===== src/rtl/rec_gate_arbiter.sv =====
// rec_gate_arbiter: round-robin arbiter sharing one registered, inhibit-gated single-bit pass path among N requesters
//   clk_i   clock, rising edge
//   rst_i   asynchronous active-high reset
//   req_i   per-requester request level, held until granted
//   din_i   per-requester data bit; only the owner's bit reaches the path
//   inh_i   inhibit; forces the path output low
//   lock_i  per-requester grant extension (present only with REC_ARB_LOCK_EN)
//   gnt_o   one-hot grant, zero when no owner
//   s_o     registered gated path output
//   busy_o  high while a grant is active
// Optional feature macro: REC_ARB_LOCK_EN
module rec_gate_arbiter #(
    parameter int N    = 4,
    parameter int HOLD = 4
) (
    input  logic         clk_i,
    input  logic         rst_i,
    input  logic [N-1:0] req_i,
    input  logic [N-1:0] din_i,
    input  logic         inh_i,
`ifdef REC_ARB_LOCK_EN
    input  logic [N-1:0] lock_i,
`endif
    output logic [N-1:0] gnt_o,
    output logic         s_o,
    output logic         busy_o
);
    localparam int PW = $clog2(N) > 0 ? $clog2(N) : 1;
    localparam int CW = $clog2(HOLD) > 0 ? $clog2(HOLD) : 1;
    localparam logic [CW-1:0] CMAX = CW'(HOLD - 1);
    localparam logic [PW-1:0] PMAX = PW'(N - 1);

    typedef enum logic [1:0] {IDLE, GRANT, GAP} state_t;

    state_t        state_q, state_d;
    logic [PW-1:0] ptr_q, ptr_d;
    logic [PW-1:0] owner_q, owner_d;
    logic [CW-1:0] cnt_q, cnt_d;
    logic          s_q, s_d;
    logic [PW-1:0] pick;
    logic          lock_own;
    logic          rel;

`ifdef REC_ARB_LOCK_EN
    assign lock_own = lock_i[owner_q];
`else
    assign lock_own = 1'b0;
`endif

    // Scan from the highest offset down so the lowest offset from ptr wins.
    always_comb begin
        logic [PW-1:0] idx;
        idx  = '0;
        pick = ptr_q;
        for (int k = N - 1; k >= 0; k--) begin
            idx = PW'((int'(ptr_q) + k) % N);
            if (req_i[idx]) pick = idx;
        end
    end

    assign rel = !req_i[owner_q] || (!lock_own && cnt_q == CMAX);

    always_comb begin
        state_d = state_q;
        ptr_d   = ptr_q;
        owner_d = owner_q;
        cnt_d   = '0;
        s_d     = 1'b0;
        case (state_q)
            IDLE: begin
                if (|req_i) begin
                    state_d = GRANT;
                    owner_d = pick;
                end
            end
            GRANT: begin
                if (rel) begin
                    state_d = GAP;
                    ptr_d   = (owner_q == PMAX) ? '0 : owner_q + 1'b1;
                end else begin
                    s_d   = inh_i ? 1'b0 : din_i[owner_q];
                    // Saturates so a locked grant never wraps the counter.
                    cnt_d = (cnt_q == CMAX) ? cnt_q : cnt_q + 1'b1;
                end
            end
            GAP:     state_d = IDLE;
            default: state_d = IDLE;
        endcase
    end

    always_ff @(posedge clk_i or posedge rst_i) begin
        if (rst_i) begin
            state_q <= IDLE;
            ptr_q   <= '0;
            owner_q <= '0;
            cnt_q   <= '0;
            s_q     <= 1'b0;
        end else begin
            state_q <= state_d;
            ptr_q   <= ptr_d;
            owner_q <= owner_d;
            cnt_q   <= cnt_d;
            s_q     <= s_d;
        end
    end

    assign gnt_o  = (state_q == GRANT) ? N'(1) << owner_q : '0;
    assign busy_o = (state_q == GRANT);
    assign s_o    = s_q;
endmodule


===== config.mk =====
export PLATFORM = sky130hd
export DESIGN_NAME = rec_gate_arbiter
export DESIGN_NICKNAME = d
export VERILOG_FILES = /design/src/rtl/rec_gate_arbiter.sv
export SDC_FILE = /design/constraint.sdc
export NUM_CORES = 1
export LEC_CHECK = 0
export ABC_AREA = 1
export CAP_MARGIN = 10
export CORE_MARGIN = 4
export CORE_UTILIZATION = 48
export DETAILED_ROUTE_END_ITERATION = 16
export PLACE_DENSITY = 0.77
export SETUP_SLACK_MARGIN = 0.02
export SLEW_MARGIN = 20
export SYNTH_ARGS = -nofsm -noshare
export SYNTH_HDL_FRONTEND = slang
export SYNTH_SLANG_ARGS = --single-unit

===== constraint.sdc =====
create_clock -name clk_i -period 1.4 [get_ports clk_i]
set_input_delay 0.42 -clock clk_i [delete_from_list [all_inputs] [get_ports clk_i]]
set_output_delay 0.42 -clock clk_i [all_outputs]
set_load 0.01 [all_outputs]

==> flow_summary.json <==
{
  "outcome": "finished with violations",
  "violations": "setup timing",
  "rows": 14,
  "die_h_um": 47.71,
  "timing.final.ws_setup_ns": -0.2563,
  "period_needed_ns": 1.656,
  "dpl.hpwl_mm": 1.332,
  "cts_buffers": 3,
  "fp.dieW_um": 47.71,
  "period_share_pct": 118.3,
  "synth-compound-area-share_pct": 11.74,
  "fin_skew_ns": 0.002170,
  "synth-seq-cells": 9,
  "synthSimpleGateAreaFrac_pct": 35.87,
  "r2r_start": "owner_q[0]$_DFFE_PP0P_",
  "coreArea_um2": 1506,
  "synth.top_cell.area_share_pct": 29.75,
  "ant_nets": 0,
  "vias": 839,
  "syn_nets": 125,
  "grt_pass1_wl_mm": 3.270,
  "crit_path_end_kind": "output pin",
  "synth.mux.area_fraction_pct": 0,
  "htreeDepth": 1,
  "path_clk_slew_ns": 0.06,
  "tightestPinTransition_ns": 0.3373,
  "maxSlewHeadroom_pct": 77.49,
  "fmax_mhz": 603.8,
  "cts_num_sinks": 9,
  "yosysWarnings": 0,
  "async_reset_ff_share_pct": 100.0,
  "cts_buffer_depth": 2,
  "power_uw": 2786,
  "peakVddDrop_mv": 1.395,
  "gp_congestion": 0.8061,
  "synth.most_common_cell": "nand2_1",
  "clk_latency_ns": 0.25,
  "die-area_um2": 2276,
  "antenna_found_initial": 0,
  "synth_top_cell_by_area": "dfrtp_1",
  "fillers": 95,
  "yosysSeqAreaShare_pct": 29.75,
  "power_leakage_uw": 0.0006424,
  "antenna_cells": 0,
  "utilization_pct": 81.15,
  "maxCapViolCount": 0,
  "synth_area_um2": 757.0,
  "synth_edf_count": 0,
  "synth_flop_cell": "dfrtp_1",
  "arrival_ns": 1.24,
  "worstRegToRegCells": 7,
  "synthAdderAreaFrac_pct": 8.264,
  "start_kind": "flip-flop",
  "grtUsageTotal_pct": 20.41,
  "p_per_area_nw_per_um2": 2279,
  "hp-class": "input port to async pin",
  "ff_latch_area_um2": 227.7,
  "r2r_slack_ns": -0.06,
  "rsz0062_at_grt": "yes",
  "path_class": "flip-flop to output pin",
  "detail_route.wl_per_cell_um": 13.16,
  "drt_first_pass_iters": 5,
  "start_util_pct": 50.25,
  "cts_tree": "done",
  "synth_top_family_by_area": "simple AND/OR/NAND/NOR gates",
  "vias_per_cell": 5.054,
  "postSynthAreaPerCell_um2": 6.945,
  "synth_xor_xnor_area_share_pct": 0,
  "finalHoldViolCount": 0,
  "nets": 167,
  "grt_pass1_vias": 813,
  "cts_root_buffer": "clkbuf_4",
  "syn_to_final_growth_pct": 61.49,
  "grt_max_degree": 11,
  "drc": 0,
  "setup_violations": 8,
  "drt_iter0_drc": 23,
  "io_pins": 17,
  "cp_max_fo": 3,
  "rr_endpoint": "ptr_q[0]$_DFFE_PP0P_",
  "globalRouteOverflowTotal": 0,
  "synth_commonest_cells": "31 x nand2_1, 13 x inv_1, 11 x nor2_1",
  "crit_required_ns": 0.98,
  "portBuffers": 16,
  "multi_input_area_um2": 526.8,
  "synth.area.top_cells": "dfrtp_1 30%, nand2_1 15%, ha_1 8.3%",
  "drv_slew": 0,
  "yosysUniqueCellTypes": 21,
  "final_layout_size_suffix_gt1_share_pct": 48.67,
  "drt_wl_total_mm": 2.185,
  "synthCells": 109
}
metrics by stage:
stage / worst slack (ns) / cells / area [um^2] / TNS (ns) / hold slack, ns
after global routing: -0.3250 / 166 / 1222 / -1.811 / 0.4470
after detailed placement: -0.4225 / 152 / 1012 / -4.013 / 0.4317
after global placement: -0.3665 / 152 / 1012 / -3.744 / 0.4273
after CTS: -0.2156 / 162 / 1140 / -0.9368 / 0.4376
final: -0.2563 / 166 / 1222 / -1.102 / 0.4306
after floorplan: 0.04543 / 109 / 757.0 / 0 / 0.2479
how the worst max path moves through the flow:
stage / start / slack, ns / endpoint
CTS: owner_q[1]$_DFFE_PP0P_ / -0.22 / gnt_o[1]
finish: owner_q[0]$_DFFE_PP0P_ / -0.26 / gnt_o[2]
global placement: owner_q[1]$_DFFE_PP0P_ / -0.37 / gnt_o[1]
global route: owner_q[0]$_DFFE_PP0P_ / -0.32 / gnt_o[2]
detailed placement: owner_q[1]$_DFFE_PP0P_ / -0.42 / gnt_o[0]
floorplan: owner_q[0]$_DFFE_PP0P_ / 0.05 / gnt_o[2]
what timing repair did:
item                       4_1_cts  5_1_grt
setup endpoints to repair       12       13
pin swaps                       12        6
hold buffers                     0        0
gates resized for setup         48       17
setup buffers                    6        6
logic make-up (layout without fill, tap and decap cells):
logic type      count (synthesis)  in the layout
flops                           9              9
compound gates                 12             12
simple gates                   60             60
fa+ha+maj                       5              5
buf+inv                        23             64
worst max-delay path: stages, from the launching register on:
cell and delay (ns):
dfrtp_1 0.39, buf_6 0.14, inv_6 0.06, ha_4 0.12
inv_2 0.03, nor2_2 0.10, buf_2 0.14
power breakdown:
part	internal (uW)	total (uW)	switching [uW]
sequential	374	478	104
clock	109	186	76.6
combinational	985	2120	1140
layout make-up:
type,count,share of cell area (%)
multi-input cells,77,43.09
well taps,16,1.638
inverters,21,7.677
flip-flops and latches,9,18.63
repair buffers,39,26.82
clock buffers,4,2.149
metal layers:
metal  GRT usage, %  vias to the layer above  part of all wire, %
met5              0                        -                    0
met4          6.989                        0                 0.64
met3          1.128                        4                  4.8
met2          38.79                       27                   53
met1          23.84                      388                   41
li1               -                      420                    -
state kept, by name (all words and copies together) (netlist names):
name	cells
cnt_q	2
owner_q	2
ptr_q	2
state_q	2
s_o	1
cells in the final DEF, fill, tap and decap left out, drive strengths merged:
master / count
a21oi: 2
nor3b: 1
o21ai: 6
nand2: 37
nand4: 1
inv: 21
buf: 28
o22ai: 1
a31oi: 1
nand3: 8
nor2: 13
clkbuf: 4
clkdlybuf4s50: 6
o211ai: 2
dfrtp: 9
ha: 5
dlygate4sd2: 5
Power figures use the tool's default switching activity.
